File: src/rtl/mem_access_pkg.sv
// Shared types for the load/store front end.
// Size encodings, FSM states, lane count, request legality check.
package mem_access_pkg;

  localparam int LANES  = 4;
  localparam int DATA_W = 32;
  localparam int BYTE_W = DATA_W / LANES;

  typedef enum logic [1:0] {
    SIZE_BYTE = 2'b00,
    SIZE_HALF = 2'b01,
    SIZE_WORD = 2'b10,
    SIZE_BAD  = 2'b11
  } sizeT;

  typedef enum logic [1:0] {
    IDLE,
    RMW,
    RESP
  } stateT;

  // Illegal size, odd half, or word not on lane 0.
  function automatic logic isBadRequest(
    input sizeT       size,
    input logic [1:0] lane
  );
    case (size)
      SIZE_HALF: return lane[0];
      SIZE_WORD: return lane != 2'b00;
      SIZE_BAD:  return 1'b1;
      default:   return 1'b0;
    endcase
  endfunction

endpackage

File: src/rtl/mem_lane_align.sv
// Byte-lane helper: extract+extend for loads, merge for sub-word stores.
// Ports: word/lane/size/isUnsigned -> extData; oldWord/newData -> mergedWord.
module mem_lane_align
  import mem_access_pkg::*;
(
  input  logic [DATA_W-1:0] word,
  input  logic [1:0]        lane,
  input  sizeT              size,
  input  logic              isUnsigned,
  output logic [DATA_W-1:0] extData,
  input  logic [DATA_W-1:0] oldWord,
  input  logic [DATA_W-1:0] newData,
  output logic [DATA_W-1:0] mergedWord
);

  logic [BYTE_W-1:0]   byteSel;
  logic [2*BYTE_W-1:0] halfSel;
  logic                signBit;

  always_comb begin
    byteSel = word[BYTE_W*lane +: BYTE_W];
    halfSel = lane[1] ? word[31:16] : word[15:0];
    signBit = 1'b0;
    extData = '0;
    case (size)
      SIZE_BYTE: begin
        signBit = ~isUnsigned & byteSel[BYTE_W-1];
        extData = {{24{signBit}}, byteSel};
      end
      SIZE_HALF: begin
        signBit = ~isUnsigned & halfSel[2*BYTE_W-1];
        extData = {{16{signBit}}, halfSel};
      end
      SIZE_WORD: extData = word;
      default:   extData = '0;
    endcase
  end

  always_comb begin
    mergedWord = oldWord;
    case (size)
      SIZE_BYTE: mergedWord[BYTE_W*lane +: BYTE_W] = newData[7:0];
      SIZE_HALF: begin
        if (lane[1]) mergedWord[31:16] = newData[15:0];
        else         mergedWord[15:0]  = newData[15:0];
      end
      SIZE_WORD: mergedWord = newData;
      default:   mergedWord = oldWord;
    endcase
  end

endmodule

File: src/rtl/mem_access_unit.sv
// Load/store front end for a word-only RAM; sub-word stores via RMW.
// Ports: req_* in, rsp_* out, mem_* RAM ports, report prints status.
module mem_access_unit
  import mem_access_pkg::*;
#(
  parameter int CORE       = 0,
  parameter int DATA_WIDTH = 32,
  parameter int ADDR_WIDTH = 8
) (
  input  logic                  clock,
  input  logic                  reset,
  input  logic                  req_valid,
  output logic                  req_ready,
  input  logic                  req_write,
  input  logic [1:0]            req_size,
  input  logic                  req_unsigned,
  input  logic [ADDR_WIDTH+1:0] req_addr,
  input  logic [DATA_WIDTH-1:0] req_wdata,
  output logic                  rsp_valid,
  input  logic                  rsp_ready,
  output logic [DATA_WIDTH-1:0] rsp_data,
  output logic                  rsp_error,
  output logic                  mem_read_enable,
  output logic [ADDR_WIDTH-1:0] mem_read_address,
  input  logic [DATA_WIDTH-1:0] mem_read_data,
  output logic                  mem_write_enable,
  output logic [ADDR_WIDTH-1:0] mem_write_address,
  output logic [DATA_WIDTH-1:0] mem_write_data,
  input  logic                  report
);

  stateT                 state;
  logic [DATA_WIDTH-1:0] mergeReg;
  logic [ADDR_WIDTH-1:0] rmwAddr;
  logic [31:0]           loadCount;
  logic [31:0]           storeCount;
  logic [31:0]           errorCount;

  logic [ADDR_WIDTH-1:0] wordAddr;
  logic [1:0]            lane;
  sizeT                  size;
  logic                  accept;
  logic                  reqErr;
  logic                  isLoad;
  logic                  isWordStore;
  logic                  isSubStore;
  logic [DATA_WIDTH-1:0] loadData;
  logic [DATA_WIDTH-1:0] mergedWord;

  assign wordAddr  = req_addr[ADDR_WIDTH+1:2];
  assign lane      = req_addr[1:0];
  assign size      = sizeT'(req_size);
  assign req_ready = (state == IDLE);

  // Gating with reset keeps the RAM untouched while reset is held.
  assign accept      = req_valid & req_ready & reset;
  assign reqErr      = isBadRequest(size, lane);
  assign isLoad      = ~reqErr & ~req_write;
  assign isWordStore = ~reqErr & req_write & (size == SIZE_WORD);
  assign isSubStore  = ~reqErr & req_write & (size != SIZE_WORD);

  mem_lane_align align (
    .word       (mem_read_data),
    .lane       (lane),
    .size       (size),
    .isUnsigned (req_unsigned),
    .extData    (loadData),
    .oldWord    (mem_read_data),
    .newData    (req_wdata),
    .mergedWord (mergedWord)
  );

  // Read and write are never enabled together.
  always_comb begin
    mem_read_enable   = 1'b0;
    mem_read_address  = '0;
    mem_write_enable  = 1'b0;
    mem_write_address = '0;
    mem_write_data    = '0;
    if (state == RMW) begin
      mem_write_enable  = 1'b1;
      mem_write_address = rmwAddr;
      mem_write_data    = mergeReg;
    end else if (accept) begin
      if (isLoad || isSubStore) begin
        mem_read_enable  = 1'b1;
        mem_read_address = wordAddr;
      end else if (isWordStore) begin
        mem_write_enable  = 1'b1;
        mem_write_address = wordAddr;
        mem_write_data    = req_wdata;
      end
    end
  end

  always_ff @(posedge clock or negedge reset) begin
    if (!reset) begin
      state      <= IDLE;
      rsp_valid  <= 1'b0;
      rsp_data   <= '0;
      rsp_error  <= 1'b0;
      mergeReg   <= '0;
      rmwAddr    <= '0;
      loadCount  <= '0;
      storeCount <= '0;
      errorCount <= '0;
    end else begin
      unique case (state)
        IDLE: begin
          if (accept) begin
            unique case (1'b1)
              reqErr: begin
                rsp_error  <= 1'b1;
                rsp_data   <= '0;
                rsp_valid  <= 1'b1;
                errorCount <= errorCount + 32'd1;
                state      <= RESP;
              end
              isLoad: begin
                rsp_error <= 1'b0;
                rsp_data  <= loadData;
                rsp_valid <= 1'b1;
                loadCount <= loadCount + 32'd1;
                state     <= RESP;
              end
              isWordStore: begin
                rsp_error  <= 1'b0;
                rsp_data   <= '0;
                rsp_valid  <= 1'b1;
                storeCount <= storeCount + 32'd1;
                state      <= RESP;
              end
              isSubStore: begin
                rsp_error  <= 1'b0;
                rsp_data   <= '0;
                mergeReg   <= mergedWord;
                rmwAddr    <= wordAddr;
                storeCount <= storeCount + 32'd1;
                state      <= RMW;
              end
            endcase
          end
        end
        RMW: begin
          rsp_valid <= 1'b1;
          state     <= RESP;
        end
        RESP: begin
          if (rsp_ready) begin
            rsp_valid <= 1'b0;
            state     <= IDLE;
          end
        end
        default: state <= IDLE;
      endcase
    end
  end

`ifndef SYNTHESIS
  always @(posedge clock) begin
    if (report) begin
      $display("mem_access_unit core=%0d state=%s loads=%0d stores=%0d errors=%0d rd=%b/%h wr=%b/%h/%h",
               CORE, state.name(), loadCount, storeCount, errorCount,
               mem_read_enable, mem_read_address,
               mem_write_enable, mem_write_address, mem_write_data);
    end
  end
`endif

endmodule

File: config.mk
export PLATFORM = sky130hd
export DESIGN_NAME = mem_access_unit
export DESIGN_NICKNAME = d
export VERILOG_FILES = /design/src/rtl/mem_access_pkg.sv /design/src/rtl/mem_lane_align.sv /design/src/rtl/mem_access_unit.sv
export SDC_FILE = /design/constraint.sdc
export NUM_CORES = 1
export LEC_CHECK = 0
export CAP_MARGIN = 20
export CORE_UTILIZATION = 35
export DETAILED_ROUTE_END_ITERATION = 10
export GPL_TIMING_DRIVEN = 0
export HOLD_SLACK_MARGIN = 0.1
export PLACE_DENSITY_LB_ADDON = 0.3
export SYNTH_ARGS = -nofsm -noshare
export SYNTH_HDL_FRONTEND = slang
export SYNTH_SLANG_ARGS = --single-unit
File: constraint.sdc
create_clock -name clock -period 2.35 [get_ports clock]
set_input_delay 0.47 -clock clock [delete_from_list [all_inputs] [get_ports clock]]
set_output_delay 0.47 -clock clock [all_outputs]
set_load 0.03 [all_outputs]
==> results of run 1 <==
where the power goes:
group / switching [mW] / leakage, nW / internal (mW)
combinational: 0.967 / 2.46 / 0.830
sequential: 0.264 / 0.977 / 1.74
clock: 0.584 / 0.169 / 1.07
total: 1.81 / 3.60 / 3.64
worst max path at each step:
stage / from / endpoint / slack (ps) / depth (start not counted)
after detailed placement: req_addr[0] / mem_write_data[10] / -1330 / 9
after global placement: reset / mem_write_data[10] / -4090 / 7
after floorplan: req_addr[1] / mem_read_address[0] / 20 / 8
after CTS: state[0] / mem_write_data[24] / -90 / 7
after global routing: req_addr[0] / mem_write_address[1] / -190 / 10
final: req_addr[0] / mem_write_data[23] / -150 / 10
cell families (layout without fill, tap and decap cells):
kind of cell / Yosys count / count (layout) / share of synthesized area, %
buffers and inverters: 75 / 276 / 7.174
AND/OR/NAND/NOR: 161 / 161 / 15.58
multiplexers: 38 / 38 / 7.776
adder cells (fa/ha/maj): 5 / 5 / 1.157
AO/OA/AOI/OAI: 231 / 231 / 33.14
flip-flops: 76 / 76 / 35.18
repair_timing:
action / in CTS / in global routing
endpoints found under the setup margin: 92 / 50
resized for setup: 376 / 23
pin swaps: 9 / 11
hold buffers: 2 / 0
setup buffers: 11 / 10
cloned: 3 / 4
hold endpoints to repair: 15 / 0
state kept, by name (all words and copies together) (netlist names):
register / count
rsp_valid: 1
rsp_error: 1
rsp_data: 32
rmwAddr: 8
mergeReg: 32
state: 2
stage by stage:
step	setup WS, ps	power [mW]	instances	area, um2	hold WS, ps
3_3_place_gp	-4089	3.656	931	7258	460.8
6_report	-146.6	5.454	975	8163	200.8
4_1_cts	-94.60	5.447	963	7950	193.2
3_5_place_dp	-1328	3.707	932	7283	356.7
5_1_grt	-187.1	5.704	975	8163	204.2
2_1_floorplan	16.47	2.972	586	5451	174.4
area by class of cell:
cell class,count,area share (%)
buffer,62,4.568
inverter,10,0.6591
multi-input combinational,435,39.19
timing repair buffer,188,25.09
clock inverter,6,1.364
clock buffer,10,2.928
tap,188,2.882
sequential,76,23.31
per-layer routing:
layer | vias up | global-route usage (%)
li1 | 2598 | -
met2 | 277 | 44.07
met1 | 2800 | 35.79
met5 | - | 0
met4 | 0 | 14.53
met3 | 43 | 5.947
layout by cell type, fill, tap and decap left out, types with 15 or more instances in the layout:
master,netlist,final
a21o_1,16,16
a221o_1,26,26
a22o_1,64,61
buf_2,25,26
buf_4,6,24
buf_6,7,51
clkbuf_1,24,20
clkdlybuf4s50_1,0,101
dfrtp_1,76,75
mux2_2,21,21
mux2i_1,15,15
nand2_1,82,82
nor2_1,20,20
nor2b_1,16,16
o21ai_0,16,16
o21ai_1,33,33
==> reports/results.tsv, run 1 <==
stage	metric	value	unit
timing	tightest_slew	706.0	ps
timing	rsz0062_at_grt	yes	
route	drt-pass1-iter-count	6	
critical_path	cp-end-kind	primary output	
hold_path	hold_class	in -> async	
route	drt-met1-wl	9.673	mm
critical_path	cp.arrival	2030	ps
floorplanning	die_y	126.3	um
critical_path	worstSetupStartpointType	input pin	
clock_tree	cts-root-buf	clkbuf_16	
critical_path	r2r_setup_slack	480	ps
global_routing	grt_pass1_vias	5707	
synth	netlist_area	5406	um2
route	met2WireLength	10.31	mm
route	wl	22.42	mm
clock_tree	h-tree-depth	3	
final_layout	postLayoutCoreUtil	53.90	%
route	top_layer	met4	
clock_tree	cts_sinks	76	
global_routing	grt_pass1_wl	33.20	mm
synth	yosys-top-cells-count	nand2_1, dfrtp_1, a22o_1	
timing	slew_headroom	52.78	%
timing	finClkSkew	3.988	ps
global_routing	antenna_found_initial	0	
route	dr.first_iter.drc_count	407	
clock_tree	clk_pin_slew	60	ps
pwr	p_leak	3.604	nW
route	vias_per_cell	5.865	
floorplanning	initial_core_util	35.70	%
synth	ys_types	57	
critical_path	crit_top_cell	buf_12	
floorplanning	die_w	126.3	um
synth	synthCells	586	
pwr	power_density	668.1	nW/um2
synth	synth_fp_nets	674	
global_routing	grt_start_max_net_pins	33	
synth	yosysTopAreaCell	dfrtp_1	
critical_path	worstReg2RegEnd	rsp_data[3]	
timing	period_needed	2497	ps
final_layout	final_nets	870	
clock_tree	cts_tree	done	
synth	ys_warn_count	0	
run_status	violations	setup timing	
route	drcViolationCount	0	
synth	synth_edf_count	0	
pwr	ir_worst_vdd	0.5013	mV
route	dr_wl_met3	1.599	mm
floorplanning	ios	168	
final_layout	antenna_cells	0	
place	io_buffers	157	
final_layout	synthToLayoutAreaGrowth	50.98	%
global_routing	grt_usage	27.86	%
final_layout	drive_above_1_share	25.29	%
route	ant_nets	0	
synth	async_flop_share	100.0	%
timing	max_freq	400.6	MHz
synth	yosysSeqAreaShare	35.18	%
synth	ys.flop_type	dfrtp_1	
timing	finalSetupViolCount	40	
final_layout	n_fill_cell	1433	
final_layout	seq_area	1903	um2
synth	synth_area_leaders	dfrtp_1, a22o_1, nand2_1	
critical_path	crit_slowest_cell	nor3_4	
route	vias	5718	
place	place.gp.congestion	0.9344	
critical_path	path_cells	buf_12 > buf_8 > clkinvlp_4 > ha_4 > nand2_4 > nor3_4 > clkbuf_16 > buf_12 > a22o_1 > buf_6	
critical_path	slowest_delay	360	ps
route	wl_per_cell	23.00	um
timing	tns	-4439	ps
floorplanning	dieArea	15950	um2
critical_path	crit_type	in -> out	
critical_path	critPathBufInv	6	
synth	synth_top_area_share	35.18	%
critical_path	critical_path.top_delay_family	buffers and inverters	
synth	synth-seq-cells	76	
synth	synth_most_common_cell	nand2_1	
global_routing	grt.overflow.total	0	
timing	hold_viol	0	
timing	final.setup.worst_slack	-146.6	ps
final_layout	multiInputGateArea	3199	um2
critical_path	critPathMaxFanout	5	
clock_tree	clockBufferDepth	2	
floorplanning	core_area	15150	um2
critical_path	required	1880	ps
critical_path	r2r_cells	6	
critical_path	reg2reg_from	state[1]	
place	dpl.hpwl	16.07	mm
run_status	outcome	finished with violations	
floorplanning	rows	45	
timing	min_period_over_period	106.2	%
run	max-cap-violations	0	
synth	synth.avg_cell_area	9.226	um2
clock_tree	cts_buffers	9	
clock_tree	clk_latency	360	ps
timing	slew_viol_final	0	
(Power assumes the default switching activity.)
==> run 2: changes to the inputs <==
Clock period 2.35 ns to 2.5 ns, I/O delays scaled along.
==> reports/results.tsv, run 2 (same netlist as run 1, synthesis figures left out) <==
stage	metric	value	unit	change
run_status	outcome	finished clean		
route	ant_nets	0		unchanged
final_layout	antenna_cells	0		unchanged
critical_path	cp.arrival	1960	ps	-70 ps
place	dpl.hpwl	16.25	mm	+1.1%
timing	final.setup.worst_slack	39.21	ps	+185.8 ps
floorplanning	core_area	15150	um2	unchanged
timing	tightest_slew	779.0	ps	+73.03 ps
place	placed_area	7278	um2	about the same
clock_tree	cts-root-buf	clkbuf_16		
global_routing	grt.overflow.total	0		unchanged
floorplanning	ios	168		unchanged
floorplanning	die_w	126.3	um	unchanged
clock_tree	h-tree-depth	3		unchanged
clock_tree	clockBufferDepth	2		unchanged
pwr	ir_worst_vdd	0.3165	mV	-37%
clock_tree	clk_pin_slew	60	ps	about the same
final_layout	drive_above_1_share	24.33	%	-0.96 points
critical_path	cp-end-kind	primary output		
place	pre_cts_slack	-1244	ps	+83.99 ps
place	place.gp.congestion	0.9135		-2.2%
final_layout	final_cell_area	7885	um2	-3.4%
final_layout	multiInputGateArea	3182	um2	-0.55%
clock_tree	clk_latency	350	ps	about the same
timing	hold_viol	0		unchanged
final_layout	top_regs	mergeReg (32), rsp_data (32), rmwAddr (8)		
final_layout	layout.cells.most_common	clkdlybuf4s50_1		
final_layout	seq_area	1903	um2	unchanged
critical_path	required	2000	ps	+120 ps
route	vias	5738		+0.35%
timing	tns	0	ps	+4439 ps
final_layout	synthToLayoutAreaGrowth	45.85	%	
global_routing	grt_pass1_vias	5887		+3.2%
timing	period_needed	2461	ps	
clock_tree	cts_buffers	9		unchanged
pwr	power_density	640.1	nW/um2	-4.2%
route	drt-pass1-iter-count	5		-1
timing	max_freq	406.4	MHz	
global_routing	antenna_found_initial	0		unchanged
route	wl_per_cell	23.04	um	+0.18%
clock_tree	cts_sinks	76		unchanged
timing	slew_headroom	47.89	%	-4.9 points
final_layout	final_cell_mix	clkdlybuf4s50_1, nand2_1, dfrtp_1		
critical_path	crit_type	in -> out		
timing	min_period_over_period	98.43	%	
critical_path	path_cells	buf_6 > buf_8 > clkinvlp_4 > ha_4 > nand2_4 > nor3_4 > buf_12 > buf_8 > a22o_1 > buf_6		
critical_path	slowest_delay	220	ps	-140 ps
global_routing	grt_pass1_wl	34.52	mm	+4.0%
floorplanning	die_y	126.3	um	unchanged
critical_path	worstSetupStartpointType	input pin		
floorplanning	rows	45		unchanged
timing	finalSetupViolCount	0		-100%
timing	finClkSkew	4.747	ps	+0.7588 ps
run	max-cap-violations	0		unchanged
pwr	p_leak	3.506	nW	-2.7%
clock_tree	cts_tree	done		
route	vias_per_cell	5.922		+0.97%
global_routing	grt_start_max_net_pins	32		-3.0%
hold_path	hold_class	in -> async		
route	dr.first_iter.drc_count	428		+5.2%
timing	slew_viol_final	0		unchanged
route	drcViolationCount	0		unchanged
global_routing	grt_usage	28.77	%	+0.90 points
final_layout	n_fill_cell	1412		-1.5%
floorplanning	dieArea	15950	um2	unchanged
route	wl	22.32	mm	-0.44%
critical_path	critPathMaxFanout	8		+3
place	io_buffers	157		unchanged
final_layout	final_nets	864		-0.69%
critical_path	crit_slowest_cell	nor3_4		
floorplanning	initial_core_util	35.70	%	unchanged
==> run 2: cell types whose count changed in the layout (fill, tap and decap cells not counted), moves of 2 or more <==
cell             before  now
clkbuf_16            13   11
a22o_4                3    1
clkbuf_2              4    2
buf_6                51   17
buf_2                26   36
clkbuf_4              0    5
buf_8                 6    4
buf_4                24   41
a22o_1               61   63
clkdlybuf4s15_2       0    2
==> run 2: through the flow <==
stage,instances,utilization [%],hold WS [ps],power (mW)
after floorplan,586,-,204.4,2.793
after global placement,931,47.89,461.6,3.435
after detailed placement,932,48.05,391.0,3.491
after CTS,963,51.24,206.6,5.032
after global routing,969,52.06,213.8,5.318
final,969,52.06,217.6,5.047
==> run 2: power by group <==
part	leakage, nW	switching (mW)	internal, mW
clock	0.158	0.555	0.930
sequential	0.977	0.249	1.64
combinational	2.37	0.907	0.767
total	3.51	1.71	3.34
==> run 2: layer usage <==
metal	track usage (%)	vias up	part of all wire [%]
met3	5.480	45	8.0
met1	36.83	2786	42
met5	0	-	0
met4	14.95	0	3.9
li1	-	2593	-
met2	46.15	314	46
==> run 2: final cells by class <==
| cell class | instances | share of cell area, % |
|---|---|---|
| sequential | 76 | 24.14 |
| clock buffer | 11 | 3.205 |
| tap | 188 | 2.983 |
| multi-input combinational | 435 | 40.35 |
| buffer | 62 | 4.554 |
| clock inverter | 5 | 1.063 |
| inverter | 10 | 0.6823 |
| timing repair buffer | 182 | 23.02 |
==> run 2: what timing repair did <==
action                                  CTS  global route
pin swaps                                 6             3
gates resized for setup                 314            34
cloned                                    3             2
hold buffers                              2             0
buffers inserted                         11             6
hold endpoints to repair                 16             0
endpoints found under the setup margin   94            50
==> run 2: critical path: cells and delay by family <==
kind | cells | cell delay, ps
simple gates | 2 | 290
fa+ha+maj | 1 | 160
buf+inv | 6 | 790
compound gates | 1 | 190
==> run 2: worst paths after layout <==
| check | startpoint | end | slack (ps) | cells after the start |
|---|---|---|---|---|
| max | req_addr[0] | mem_write_data[8] | 40 | 10 |
| min | reset | rsp_data[5] | 220 | 2 |
| max reg2reg | state[1] | mergeReg[28] | 520 | 8 |
| min reg2reg | rmwAddr[4] | rmwAddr[4] | 480 | 2 |
| max in group asynchronous | reset | rsp_data[23] | 1200 | 3 |
| min in group clock | rmwAddr[4] | rmwAddr[4] | 480 | 2 |
==> run 3: changes to the inputs <==
Settings changed: SKIP_LAST_GASP from default to 1, SLEW_MARGIN from default to 20.
==> reports/results.tsv, run 3 (same netlist as run 1, synthesis figures left out) <==
stage	metric	value	unit	change
run_status	outcome	finished clean		
floorplanning	ios	168		unchanged
floorplanning	core_area	15150	um2	unchanged
clock_tree	cts_buffers	9		unchanged
final_layout	top_regs	mergeReg (32), rsp_data (32), rmwAddr (8)		
pwr	ir_worst_vdd	0.3877	mV	+23%
route	drcViolationCount	0		unchanged
floorplanning	dieArea	15950	um2	unchanged
timing	finClkSkew	9.637	ps	+4.890 ps
pwr	p_leak	3.525	nW	+0.55%
route	vias	5758		+0.35%
timing	hold_viol	0		unchanged
timing	holdWs	221.6	ps	+4.031 ps
pwr	switching_share	33.75	%	-0.17 points
pwr	seq_power_share	36.9	%	-0.5 points
critical_path	cp-end-kind	primary output		
floorplanning	die_w	126.3	um	unchanged
floorplanning	initial_core_util	35.70	%	unchanged
clock_tree	h-tree-depth	3		unchanged
critical_path	slowest_delay	430	ps	+210 ps
critical_path	cp.arrival	1950	ps	about the same
place	dpl.hpwl	16.35	mm	+0.61%
critical_path	required	2000	ps	about the same
place	io_buffers	157		unchanged
final_layout	final_cell_mix	clkdlybuf4s50_1, nand2_1, dfrtp_1		
final_layout	final_nets	867		+0.35%
route	wl_per_cell	23.05	um	about the same
clock_tree	clockBufferDepth	2		unchanged
final_layout	synthToLayoutAreaGrowth	45.87	%	about the same
critical_path	path_cells	nand4bb_4 > buf_4 > a21oi_4 > buf_6 > buf_4 > and2_4 > buf_6		
pwr	clock_power_share	30.1	%	+0.7 points
timing	slew_viol_final	0		unchanged
pwr	comb_power_share	33.0	%	-0.2 points
global_routing	grt_start_max_net_pins	27		-16%
pwr	intPower	3.397	mW	+1.8%
critical_path	crit_type	reg -> out		
clock_tree	clk_latency	350	ps	about the same
hold_path	hold_class	in -> async		
floorplanning	die_y	126.3	um	unchanged
route	wl	22.41	mm	+0.37%
route	vias_per_cell	5.924		about the same
pwr	power_switching	1.730	mW	+1.1%
critical_path	crit_slowest_cell	dfrtp_2		
final_layout	antenna_cells	0		unchanged
final_layout	drive_above_1_share	24.87	%	+0.54 points
timing	finalSetupViolCount	0		unchanged
timing	period_needed	2447	ps	-13.74 ps
place	pre_cts_slack	-1243	ps	+1.060 ps
global_routing	antenna_found_initial	3		+3
final_layout	layout.cells.most_common	clkdlybuf4s50_1		
global_routing	grt_usage	28.54	%	-0.23 points
place	place.gp.congestion	0.9135		unchanged
route	drt-pass1-iter-count	5		unchanged
global_routing	grt_pass1_vias	5990		+1.7%
clock_tree	clk_pin_slew	70	ps	about the same
critical_path	worstSetupStartpointType	register		
final_layout	n_fill_cell	1412		unchanged
global_routing	grt_pass1_wl	34.44	mm	-0.24%
clock_tree	cts-root-buf	clkbuf_16		
run	max-cap-violations	0		unchanged
timing	slew_headroom	54.30	%	+6.4 points
timing	min_period_over_period	97.88	%	-0.55 points
floorplanning	rows	45		unchanged
timing	tightest_slew	685.5	ps	-93.55 ps
route	ant_nets	0		unchanged
timing	final.setup.worst_slack	52.95	ps	+13.74 ps
global_routing	grt.overflow.total	0		unchanged
route	dr.first_iter.drc_count	439		+2.6%
critical_path	critPathMaxFanout	5		-3
critical_path	r2r_cells	9		+1
pwr	power_density	650.1	nW/um2	+1.6%
clock_tree	cts_tree	done		
timing	max_freq	408.7	MHz	+0.56%
clock_tree	cts_sinks	76		unchanged
## run 3: cell count changes in the layout (fill, tap and decap cells not counted), moves of 2 or more
cell / before / now
buf_2: 36 / 38
buf_8: 4 / 2
buf_4: 41 / 45
clkbuf_2: 2 / 4
clkbuf_8: 2 / 0
buf_6: 17 / 13
## run 3: through the flow
step           total power [mW]  instance area, um2  util, %  TNS (ps)  std cells
2_1_floorplan             2.793                5446        -         0        586
3_3_place_gp              3.435                7253    47.89   -539260        931
3_5_place_dp              3.493                7278    48.05    -93250        932
4_1_cts                   5.111                7761    51.24    -20.48        967
5_1_grt                   5.393                7886    52.07    -23.16        972
6_report                  5.127                7886    52.07         0        972
## run 3: critical path, delay by kind of cell, from the launching register on
kind	cells	cell delay [ps]
buffers and inverters	4	540
DFF	1	430
and+or+nand+nor	2	400
AOI/OAI and AO/OA	1	220
## run 3: final timing paths
path                                  from             endpoint  slack (ps)
worst max register to register    state[0]         mergeReg[28]         370
min in group clock              rmwAddr[4]           rmwAddr[4]         480
worst min-delay path                 reset          rsp_data[7]         220
max in group asynchronous            reset         mergeReg[21]        1230
worst min register to register  rmwAddr[4]           rmwAddr[4]         480
worst max-delay path              state[1]  mem_read_address[4]          50
## run 3: routing by layer
layer	vias to the layer above	routed length [um]	global-route usage (%)
met1	2804	9573	36.72
met3	68	1696	5.990
met4	2	971	13.39
li1	2593	-	-
met5	-	13	0
met2	291	10150	45.82
## run 3: power groups by stage
stage | combinational (mW) | clock, mW | sequential (mW)
2_1_floorplan | 0.783 | 0 | 2.01
3_5_place_dp | 1.59 | 0 | 1.90
5_1_grt | 1.82 | 1.63 | 1.94
3_3_place_gp | 1.55 | 0 | 1.88
4_1_cts | 1.66 | 1.56 | 1.88
6_report | 1.69 | 1.55 | 1.89
## run 3: what timing repair did
item	4_1_cts	5_1_grt
buffers inserted	14	6
cloned	2	1
pin swaps	7	6
hold endpoints to repair	26	0
endpoints found under the setup margin	92	50
resized for setup	297	52
hold buffers	4	0
## run 3: area by class of cell
type	instances	area, um2	share of cell area, %
multi-input cells	435	3191	40.46
flip-flops and latches	76	1904	24.15
repair buffers	185	1793	22.74
plain buffers	62	360.3	4.569
well taps	188	235.2	2.983
clock buffers	9	225.2	2.856
clock inverters	7	123.9	1.571
inverters	10	53.80	0.6822
